<file path="src/rtl/calc_pkg.sv">
// Shared constants for the calculator display stage: status codes, digit count
// and active-low segment patterns ({dp,g,f,e,d,c,b,a}).
package calc_pkg;

    localparam logic [1:0] ST_ERR   = 2'b00;
    localparam logic [1:0] ST_BUSY  = 2'b01;
    localparam logic [1:0] ST_READY = 2'b10;

    localparam int NUM_DIGITS = 8;

    localparam logic [7:0] SEG_BLANK = 8'hFF;
    localparam logic [7:0] SEG_E     = 8'h86;
    localparam logic [7:0] SEG_R     = 8'hAF;

    typedef logic [3:0] bcd_t;

    // "Err" right-aligned on digits 2..0, everything above blank.
    function automatic logic [7:0] err_pattern(input logic [2:0] idx);
        logic [7:0] pat;
        case (idx)
            3'd2:       pat = SEG_E;
            3'd1, 3'd0: pat = SEG_R;
            default:    pat = SEG_BLANK;
        endcase
        return pat;
    endfunction

endpackage

</file>
<file path="src/rtl/calc_display_ctrl_bcd_to_7seg.sv">
// Combinational BCD to active-low 7-segment decoder; codes 10..15 are blank.
module bcd_to_7seg
    import calc_pkg::*;
(
    input  logic [3:0] bcd,
    output logic [7:0] seg
);

    always_comb begin
        seg = SEG_BLANK;
        case (bcd)
            4'd0: seg = 8'hC0;
            4'd1: seg = 8'hF9;
            4'd2: seg = 8'hA4;
            4'd3: seg = 8'hB0;
            4'd4: seg = 8'h99;
            4'd5: seg = 8'h92;
            4'd6: seg = 8'h82;
            4'd7: seg = 8'hF8;
            4'd8: seg = 8'h80;
            4'd9: seg = 8'h90;
            default: seg = SEG_BLANK;
        endcase
    end

endmodule

</file>
<file path="src/rtl/calc_display_ctrl.sv">
// Eight-digit multiplexed display driver with shadow/commit frame buffering and error latch.
// Optional leading-zero blanking is enabled by defining CALC_DISP_LZB_EN.
module calc_display_ctrl
    import calc_pkg::*;
#(
    parameter int REFRESH_DIV = 100000
) (
    input  logic       clock,
    input  logic       reset,
    input  logic [1:0] status,
    input  logic [3:0] data,
    input  logic [3:0] pos,
    output logic [7:0] an,
    output logic [7:0] seg,
    output logic       commit
);

    localparam int DIV_W = $clog2(REFRESH_DIV);
    localparam logic [DIV_W-1:0] DIV_LAST = DIV_W'(REFRESH_DIV - 1);

    logic [NUM_DIGITS-1:0][3:0] shadow_q, shadow_d;
    logic [NUM_DIGITS-1:0][3:0] disp_q, disp_d;
    logic                       err_q, err_d;
    logic [DIV_W-1:0]           div_cnt_q, div_cnt_d;
    logic [2:0]                 scan_idx_q, scan_idx_d;
    logic [7:0]                 an_q, an_d;
    logic [7:0]                 seg_q, seg_d;
    logic                       commit_q, commit_d;

    logic       wr;
    logic       div_wrap;
    logic       lz_blank;
    bcd_t       cur_digit;
    logic [7:0] dec_seg;

    assign wr        = (status != ST_READY) && (pos <= 4'd7);
    assign div_wrap  = (div_cnt_q == DIV_LAST);
    assign cur_digit = disp_q[scan_idx_q];

    bcd_to_7seg u_dec (
        .bcd (cur_digit),
        .seg (dec_seg)
    );

`ifdef CALC_DISP_LZB_EN
    logic [31:0] disp_flat;
    assign disp_flat = disp_q;
    // Digit i blanks when it and every more significant digit are zero; digit 0 never blanks.
    assign lz_blank  = (scan_idx_q != 3'd0) && ((disp_flat >> {scan_idx_q, 2'b00}) == 32'd0);
`else
    assign lz_blank  = 1'b0;
`endif

    always_comb begin
        shadow_d   = shadow_q;
        disp_d     = disp_q;
        commit_d   = 1'b0;
        err_d      = err_q | (status == ST_ERR);
        div_cnt_d  = div_wrap ? '0 : div_cnt_q + 1'b1;
        scan_idx_d = div_wrap ? scan_idx_q + 3'd1 : scan_idx_q;
        an_d       = ~(8'b1 << scan_idx_q);
        seg_d      = dec_seg;

        if (wr) begin
            shadow_d[pos[2:0]] = data;
        end
        // The digit-7 value arrives on the commit edge itself, so bypass the shadow for it.
        if (wr && (pos == 4'd7)) begin
            disp_d   = {data, shadow_q[6:0]};
            commit_d = 1'b1;
        end

        if (err_q) begin
            seg_d = err_pattern(scan_idx_q);
        end else if (lz_blank) begin
            seg_d = SEG_BLANK;
        end
    end

    always_ff @(posedge clock) begin
        if (reset) begin
            shadow_q   <= '0;
            disp_q     <= '0;
            err_q      <= 1'b0;
            div_cnt_q  <= '0;
            scan_idx_q <= '0;
            an_q       <= 8'hFF;
            seg_q      <= SEG_BLANK;
            commit_q   <= 1'b0;
        end else begin
            shadow_q   <= shadow_d;
            disp_q     <= disp_d;
            err_q      <= err_d;
            div_cnt_q  <= div_cnt_d;
            scan_idx_q <= scan_idx_d;
            an_q       <= an_d;
            seg_q      <= seg_d;
            commit_q   <= commit_d;
        end
    end

    assign an     = an_q;
    assign seg    = seg_q;
    assign commit = commit_q;

endmodule

</file>
<file path="config.mk">
export PLATFORM = sky130hd
export DESIGN_NAME = calc_display_ctrl
export DESIGN_NICKNAME = d
export VERILOG_FILES = /design/src/rtl/calc_pkg.sv /design/src/rtl/calc_display_ctrl_bcd_to_7seg.sv /design/src/rtl/calc_display_ctrl.sv
export SDC_FILE = /design/constraint.sdc
export NUM_CORES = 1
export LEC_CHECK = 0
export CORE_MARGIN = 8
export CORE_UTILIZATION = 30
export CTS_BUF_LIST = sky130_fd_sc_hd__clkbuf_8
export CTS_CLUSTER_SIZE = 28
export DETAILED_ROUTE_END_ITERATION = 16
export GPL_ROUTABILITY_DRIVEN = 0
export GPL_TIMING_DRIVEN = 0
export SETUP_SLACK_MARGIN = 0.3
export SYNTH_ARGS = -nofsm -noshare
export SYNTH_HDL_FRONTEND = slang
export SYNTH_SLANG_ARGS = --single-unit
</file>
<file path="constraint.sdc">
create_clock -name clock -period 2.8 [get_ports clock]
set_input_delay 0.28 -clock clock [delete_from_list [all_inputs] [get_ports clock]]
set_output_delay 0.28 -clock clock [all_outputs]
set_load 0.01 [all_outputs]
</file>
==> impl_metrics.yaml, run 1 <==
synthesis:
  syn_area_mm2: 0.004146
  avgSynthCellArea_um2: 9.381
  ys_warn_count: 0
  syn-num-nets: 466
  seq_area_frac_synth_pct: 46.83
  synth_enable_flop_cells: 0
  synth_area_leaders: "dfxtp_1, mux2i_1, nand2_1"
  synthArstFlopShare_pct: 0
  ys.flop_type: "dfxtp_1"
  postSynthCellCount: 442
  yosysTopAreaCell: "dfxtp_1"
  ys_ff_latch: 97
  synth_top_area_share_pct: 46.83
  synth.distinct_cells: 48
routing:
  ant_nets: 0
  dr_total_vias: 3078
  drc: 0
  dr.pass1.iters: 4
  wl_per_cell_um: 13.43
  drt_iter0_drc: 175
  via_per_inst: 4.671
  routed_wirelength_mm: 8.853
placement:
  portBuffers: 21
  dpl_worst_slack_ps: 455.9
  dp_cells: 643
  dp_hpwl_mm: 6.528
timing:
  fin_ws_ps: 502.5
  rsz0062_at_grt: "false"
  clock.fmax_ghz: 0.4353
  finalSetupViolCount: 0
  finalSetupTns_ps: 0
  fin_skew_ps: 10.08
  worst_pin_slew_ps: 817.3
  hold_viol_final: 0
  fin_crit_sh_pct: 82.05
  slew-limit-headroom_pct: 45.06
  drv_slew: 0
  layout_min_cycle_time_ps: 2297
setup_path:
  critPathArrivalTime_ps: 2530
  critPathRequiredTime_ps: 3040
  end_kind: "flop"
  crit_fanout: 10
  cp-start-kind: "flop"
  criticalPathCategory: "flop to flop"
global_route:
  grt_max_degree: 16
  grt_overflow: 0
  grt_pass1_vias: 3135
  grt_pass1_wl_mm: 15.14
  antenna_found_initial: 0
  grtUsageTotal_pct: 10.32
finish:
  area_delta_synth_final_pct: 16.39
  stdcell_count: 659
  fillers: 1383
  drive_above_1_share_pct: 8.977
  n_antenna_cell: 0
  finalNetCount: 498
  multi_input_area_mm2: 0.002028
  seqCellArea_mm2: 0.001942
clock_network:
  holdBufCountCts: 0
  clk_pin_slew_ps: 90
  numCtsBuffers: 9
  cts-htree-levels: 3
  max-clock-path-buffers: 2
  postCtsSetupRepairBufs: 0
  post_cts_resize_count: 0
  clock-sinks: 97
  root_buffer: "clkbuf_8"
  clk_latency_ps: 370
  cts_tree: "built"
status:
  status: "finished, final reports clean"
floorplanning:
  die_x_um: 133.6
  ioPinCount: 29
  rows: 43
  die_h_um: 133.6
  die_area_mm2: 0.01784
  start_util_pct: 30.34
  coreArea_mm2: 0.01367
run:
  cap_violations: 0
pwr:
  p_int_w: 0.002066
  ir_worst_vdd_uv: 198.8
  seq_power_share_pct: 53.7
  p_clk_share_pct: 41.3
  p_leak_nw: 1.714
  swShare_pct: 21.44
  power_density_mw_per_mm2: 544.9
  p_comb_share_pct: 5.1
  switching_power_w: 0.0005638
hold_path:
  holdCritPathClass: "primary input to flop"
## Yosys cell counts, drive strengths merged (4+ instances only)
cell / number
dfxtp: 97
nand2: 75
nor2: 52
a21oi: 41
mux2i: 33
clkbuf: 22
ha: 12
inv: 11
buf: 8
mux4: 8
nand4: 8
o21ai: 7
xnor2: 7
nand2b: 6
nor4: 6
mux2: 5
nand3: 5
o221ai: 4
xor2: 4
## routing by layer
metal / wire length (um) / vias up / GRT usage (%)
met5: 0 / - / 0
met4: 186 / 0 / 4.866
met3: 342 / 14 / 1.883
met2: 4175 / 43 / 17.26
met1: 4148 / 1448 / 12.56
li1: - / 1573 / -
## area by class of cell
type,instances,area share [%]
Clock buffer,10,2.852
Sequential cell,97,40.24
Buffer,30,2.722
Tap cell,180,4.667
Clock inverter,6,2.204
Inverter,12,0.9334
Multi-Input combinational cell,303,42.03
Timing Repair Buffer,21,4.356
## metrics by stage
stage          cell area [um2]  hold slack (ps)  utilization, %  power (W)
6_report                  4826            285.5           35.31   0.002629
5_1_grt                   4826            309.8           35.31   0.002727
4_1_cts                   4826            269.3           35.31   0.002653
3_5_place_dp              4582            443.3           33.53   0.001577
3_3_place_gp              4582            441.1           33.53   0.001575
2_1_floorplan             4146            396.0               -   0.001526
## worst max-delay path, cell delays in order, from the launching register on
cell,delay (ps)
dfxtp_1,380
buf_6,190
mux4_1,600
mux2i_1,390
inv_1,120
ha_1,210
inv_1,50
mux2_4,140
o221ai_2,80
## sequential cells by signal, indices dropped and copies added, names as in the netlist
| name | cells |
|---|---|
| an | 8 |
| commit | 1 |
| disp_q | 32 |
| div_cnt_q | 17 |
| err_q | 1 |
| scan_idx_q | 3 |
| seg | 7 |
| shadow_q | 28 |
## cells in the final DEF, fill, tap and decap left out, types with 2 or more instances in the layout
master,synthesis,routed
mux2i_1,32,32
buf_2,6,6
mux4_1,2,2
nand2_1,75,75
and2_1,2,2
mux4_2,6,6
o21ai_0,6,6
or4_1,3,3
dfxtp_1,97,97
clkdlybuf4s50_1,0,21
o221ai_1,3,3
ha_1,12,12
nor2_1,52,52
inv_1,11,12
xnor2_1,7,7
or4b_1,3,3
nor4b_2,2,2
o211ai_1,2,2
nor4_1,3,3
xor2_1,4,4
or3_1,2,2
and3_1,2,2
and4_1,2,2
clkbuf_1,22,22
nand3_1,5,5
clkbuf_8,0,10
nand4_1,8,8
nor4_2,3,3
mux2_4,4,4
a21oi_1,41,41
nand2b_1,5,5
o31ai_1,2,2
bufinv_16,0,3
## path summary, 6_finish.rpt
kind / startpoint / endpoint / slack, ps / cells after the start
setup / recovery: scan_idx_q[0]$_SDFFE_PP0N_ / seg[6]$_SDFF_PP1_ / 500 / 8
hold / removal: data[3] / disp_q[31]$_SDFFE_PP0P_ / 290 / 3
setup reg to reg: scan_idx_q[0]$_SDFFE_PP0N_ / seg[6]$_SDFF_PP1_ / 500 / 8
hold reg to reg: disp_q[19]$_SDFFE_PP0P_ / disp_q[19]$_SDFFE_PP0P_ / 450 / 2
## cell families after synthesis
logic type               after synthesis  synth area share (%)
AO/OA/AOI/OAI                         60                 8.540
XOR/XNOR                              11                 2.323
adder cells (fa/ha/maj)               12                 3.621
buffers and inverters                 42                 4.255
flip-flops                            97                 46.83
multiplexers                          46                 14.30
other                                  1               0.09044
AND/OR/NAND/NOR                      173                 20.04
## power by group through the flow
stage	logic (W)	registers (W)	clock network (W)
2_1_floorplan	0.0000811	0.00145	0
3_3_place_gp	0.000132	0.00144	0
3_5_place_dp	0.000134	0.00144	0
4_1_cts	0.000135	0.00141	0.00111
5_1_grt	0.000149	0.00141	0.00116
6_report	0.000134	0.00141	0.00109
Power figures use the tool's default switching activity.
==> run 2, diff against run 1 <==
- clock period: 2.8 -> 2.03 ns (I/O delays scaled with it)
==> run 2 against run 1 <==
Flip-flop and latch count did not move. First-iteration DRC count rose by 10%. Sequential power rose by 38%. Core utilization rose by 2.0 points. Critical path type unchanged. Critical endpoint is now seg[4]$_SDFF_PP1_.
==> impl_metrics.yaml, run 2 (same netlist as run 1, synthesis figures left out) <==
global_route:
  antenna_found_initial: 0
  grtUsageTotal_pct: 10.13
  grt_busiest_layer: "met2"
  grt_pass1_vias: 2996
  grt_use_met2_pct: 16.14
  grt_overflow: 0
  grt_pass1_wl_mm: 14.73
  met3_usage_pct: 2.598
  grt_max_degree: 16
  met1_usage_pct: 12.69
placement:
  dp_hpwl_mm: 6.540
  placed_area_mm2: 0.004604
  dp_cells: 643
  portBuffers: 21
  dpl_worst_slack_ps: -176.3
setup_path:
  slowest_stage: "mux4_2"
  slowest_delay_ps: 510
  cp-start-kind: "flop"
  critPathRequiredTime_ps: 2320
  crit_chain: "buf_12, mux4_2, mux2_4, ha_4, mux2_2, o211ai_1"
  crit_fanout: 5
  criticalPathCategory: "flop to flop"
  critPathArrivalTime_ps: 2280
  end_kind: "flop"
finish:
  utilization_pct: 37.26
  final_area_mm2: 0.005092
  stdcell_count: 673
  drive_above_1_share_pct: 17.04
  reg.largest.list: "disp_q x32, shadow_q x28, div_cnt_q x17"
  top_register: "disp_q"
  final_cell_mix: "dfxtp_1, nand2_1, nor2_1"
  n_antenna_cell: 0
  largest_reg_flops: 32
  area_delta_synth_final_pct: 22.81
  final_common_cell: "dfxtp_1"
  finalNetCount: 512
pwr:
  p_int_w: 0.002646
  p_comb_share_pct: 5.9
  power_density_mw_per_mm2: 675.5
  swShare_pct: 23.08
  p_clk_share_pct: 37.5
  ir_worst_vdd_uv: 284.1
  switching_power_w: 0.0007939
  seq_power_share_pct: 56.6
  p_leak_nw: 1.809
clock_network:
  cts-htree-levels: 3
  max-clock-path-buffers: 2
  clk_pin_slew_ps: 90
  clk_latency_ps: 360
  root_buffer: "clkbuf_8"
  numCtsBuffers: 9
  cts_tree: "built"
  clock-sinks: 97
  holdBufCountCts: 0
status:
  status: "finished, final reports clean"
floorplanning:
  rows: 43
  start_util_pct: 30.34
  coreArea_mm2: 0.01367
  die_h_um: 133.6
  die_x_um: 133.6
  ioPinCount: 29
  die_area_mm2: 0.01784
run:
  cap_violations: 0
routing:
  via_per_inst: 4.630
  drc: 0
  routed_wirelength_mm: 9.031
  dr_total_vias: 3116
  ant_nets: 0
  drt_iter0_drc: 193
  wl_per_cell_um: 13.42
  dr.pass1.iters: 4
timing:
  fin_skew_ps: 9.651
  clock.fmax_ghz: 0.5019
  slew-limit-headroom_pct: 49.56
  fin_crit_sh_pct: 98.15
  finalSetupViolCount: 0
  fin_ws_ps: 37.65
  hold_viol_final: 0
  worst_pin_slew_ps: 754.6
  finalSetupTns_ps: 0
  layout_min_cycle_time_ps: 1992
  drv_slew: 0
  rsz0062_at_grt: "true"
hold_path:
  holdCritPathClass: "primary input to flop"
run 2: changes by cell type in the layout (fill, tap and decap cells not counted), sizes merged:
| cell | delta |
|---|---|
| dlymetal6s2s | +1 |
| buf | +15 |
| clkdlybuf4s50 | -1 |
| clkinvlp | +1 |
| bufinv | -2 |
run 2: timing repair:
action | in CTS | in global routing
setup endpoints to repair | 50 | 58
gates cloned | 1 | 1
pin swaps | 3 | 2
buffers inserted | 8 | 4
gates resized for setup | 21 | 31
run 2: per-layer routing:
layer / share of wire (%) / vias to the layer above
met2: 47 / 41
met3: 4.0 / 10
met1: 47 / 1469
met5: 0 / -
met4: 1.5 / 0
li1: - / 1596
run 2: critical path, delay by kind of cell (launching register included):
family                   cells  cell delay, ps
AO/OA/AOI/OAI                1             170
buffers and inverters        1             120
adder cells (fa/ha/maj)      1             170
flip-flops                   1             380
multiplexers                 3            1090
run 2: path summary, 6_finish.rpt:
check | from | to | slack, ps | depth (start not counted)
setup / recovery | scan_idx_q[0]$_SDFFE_PP0N_ | seg[4]$_SDFF_PP1_ | 40 | 6
hold / removal | data[3] | disp_q[31]$_SDFFE_PP0P_ | 230 | 3
setup reg to reg | scan_idx_q[0]$_SDFFE_PP0N_ | seg[4]$_SDFF_PP1_ | 40 | 6
hold reg to reg | div_cnt_q[0]$_SDFF_PP0_ | div_cnt_q[0]$_SDFF_PP0_ | 460 | 1
run 2: layout make-up:
class                   instances  area (um2)
clock buffers                  11       151.4
repair buffers                 35       339.1
well taps                     180       225.2
multi-input cells             303        2150
flip-flops and latches         97        1951
clock inverters                 5       55.05
fillers                      1370        8573
inverters                      12       51.30
plain buffers                  30       170.2
run 2: power groups by stage:
stage | combinational (W) | clock, W | sequential (W)
after detailed placement | 0.000187 | 0 | 0.00199
after floorplan | 0.000112 | 0 | 0.00199
after CTS | 0.000196 | 0.00132 | 0.00195
after global routing | 0.000222 | 0.00141 | 0.00195
final | 0.000204 | 0.00129 | 0.00195
after global placement | 0.000182 | 0 | 0.00199
run 2: metrics by stage:
stage / total power (W) / hold WS [ps]
5_1_grt: 0.003582 / 220.4
4_1_cts: 0.003465 / 202.8
2_1_floorplan: 0.002105 / 319.0
6_report: 0.003440 / 233.2
3_5_place_dp: 0.002178 / 446.8
3_3_place_gp: 0.002172 / 439.9
==> patch: new RTL, config.mk and constraints of run 2 <==
The output `an` loses its register stage (`an_q` becomes a continuous assignment).
--- a/src/rtl/calc_display_ctrl.sv
+++ b/src/rtl/calc_display_ctrl.sv
@@ -84,7 +84,6 @@
             err_q      <= 1'b0;
             div_cnt_q  <= '0;
             scan_idx_q <= '0;
-            an_q       <= 8'hFF;
             seg_q      <= SEG_BLANK;
             commit_q   <= 1'b0;
         end else begin
@@ -93,11 +92,12 @@
             err_q      <= err_d;
             div_cnt_q  <= div_cnt_d;
             scan_idx_q <= scan_idx_d;
-            an_q       <= an_d;
             seg_q      <= seg_d;
             commit_q   <= commit_d;
         end
     end
+
+    assign an_q = an_d;
 
     assign an     = an_q;
     assign seg    = seg_q;
Behaviour: not the same (a bounded check fails within 4 cycles, from zero or initial values and one cycle with reset high).
==> patch against run 2 <==
- clock skew is 0.0019 ns higher
- worst setup slack lost 0.031 ns
- sequential share of layout area fell by 1.2 points
- core utilization is 0.11 points lower
- global-route usage grew 0.77 points
- non-clock buffer count fell by 4
- total power is 11% lower
- count of clock-buffer cells in the layout is 1 lower
- maximum frequency decreased by 1.5%
- design area decreased by 4.9%
- wire length shrank 1.6%
- synthesized area fell by 5.2%
- combinational power fell by 5%
- sequential cell count down 8
- highest routed layer unchanged
==> patch: results (changes against run 2) <==
For the maximum resistive drop on vdd, the log shows 0.000262 V (was 0.000284 V). The total number of vias was 3041 (was 3116). The maximum number of pins on one net before global-route repair was 15 (was 16); the reg2reg setup slack was 0.007 ns (was 0.04 ns). The synthesized-area fraction occupied by ao, oa, aoi and oai cells is 9.55% (was 8.54%). The sequential share of power was 58.2% (was 56.6%).

The synthesized-area fraction occupied by xor and xnor cells is 1.78% (was 2.32%), and the met3 wire length is 402 um (was 363 um). The placed instance count was 628 (was 643); the clock buffer count in the final layout was 10 (was 11). The port buffer count is 20 (was 21), and the sequential cell area fraction in the yosys report is 45.3% (was 46.8%). The run gives 299 (was 303) as the number of multi-input logic gates. The mean area per synthesized cell came out at 9.10 um2 (was 9.38 um2). The number of cells upsized or downsized after cts was 40 (was 21). The tools report the number of sequential cells in the layout as 89 (was 97).

The synthesis-to-layout area growth was 23.1% (was 22.8%). The clock network contribution to total cell area came out at 3.57% (was 4.05%). Detailed router's first-iteration violation count: 200 (was 193). The worst clock skew is 0.0115 ns (was 0.00965 ns), and the detail-routed via count per cell is 4.64 (was 4.63).

The run finished with clean final reports. The highest net fanout along the worst path works out to 8 (was 5). Leading post-synthesis cells by instance count: 89 x dfxtp_1, 76 x nand2_1, 45 x a21oi_1, 45 x nor2_1, 32 x mux2i_1 (was 97 x dfxtp_1, 75 x nand2_1, 52 x nor2_1, 41 x a21oi_1, 32 x mux2i_1).

For the HPWL after detailed placement, the log shows 6490 um (was 6540 um). The wire length on met1 is 4330 um (was 4270 um). The run gives 55.3% (was 49.6%) as the worst-case headroom to the max-slew limit. The tools report the placed standard-cell area as 0.00440 mm2 (was 0.00460 mm2). For the distinct cell type count of the synthesized netlist, the log shows 44 (was 48). The internal power contribution is 2.32 mW (was 2.65 mW), and the net count after synthesis is 456 (was 466). The fraction of area in multi-input gates was 44.1% (was 42.2%).

Top cells by area, synth: dfxtp_1 45%, mux2i_1 8.1%, nand2_1 7.3% (was dfxtp_1 47%, mux2i_1 7.7%, nand2_1 6.8%). The length of routed met2 wiring came out at 4010 um (was 4260 um). The wire length reported by the detailed router came out at 8890 um (was 9030 um). Layout buffering overhead excluding clock cells: 9.51% (was 10.0%).

The post-synthesis share of cell area spent on full adders, half adders and majority gates was 3.82% (was 3.62%). The run gives 498 (was 512) as the total number of nets in the final design. The multiplexer share of the synthesized area is 14.8% (was 14.3%), and the worst-case hold slack is 0.223 ns (was 0.233 ns).
## patch: cell count changes after synthesis, sizes merged, moves of 4 or more
| cell | run 2 | this run |
|---|---|---|
| o221ai | 4 | 0 |
| nand3 | 5 | 10 |
| xnor2 | 7 | 2 |
| a21oi | 41 | 45 |
| nand4 | 8 | 4 |
| or3 | 2 | 6 |
| dfxtp | 97 | 89 |
| o211ai | 2 | 7 |
| nor2 | 52 | 45 |
| o21ai | 7 | 11 |
## patch: routing by layer
metal | vias up | GRT usage, %
met4 | 0 | 4.66
met1 | 1436 | 13.5
met5 | - | 0
met3 | 7 | 2.76
li1 | 1557 | -
met2 | 41 | 17.7
## patch: worst register-to-register path, delay by kind of cell, from the launching register on
| family | cells | cell delay [ns] |
|---|---|---|
| adders and majority gates | 1 | 0.18 |
| muxes | 3 | 1.10 |
| AOI/OAI and AO/OA | 1 | 0.16 |
| DFF | 1 | 0.38 |
| buffers and inverters | 1 | 0.13 |
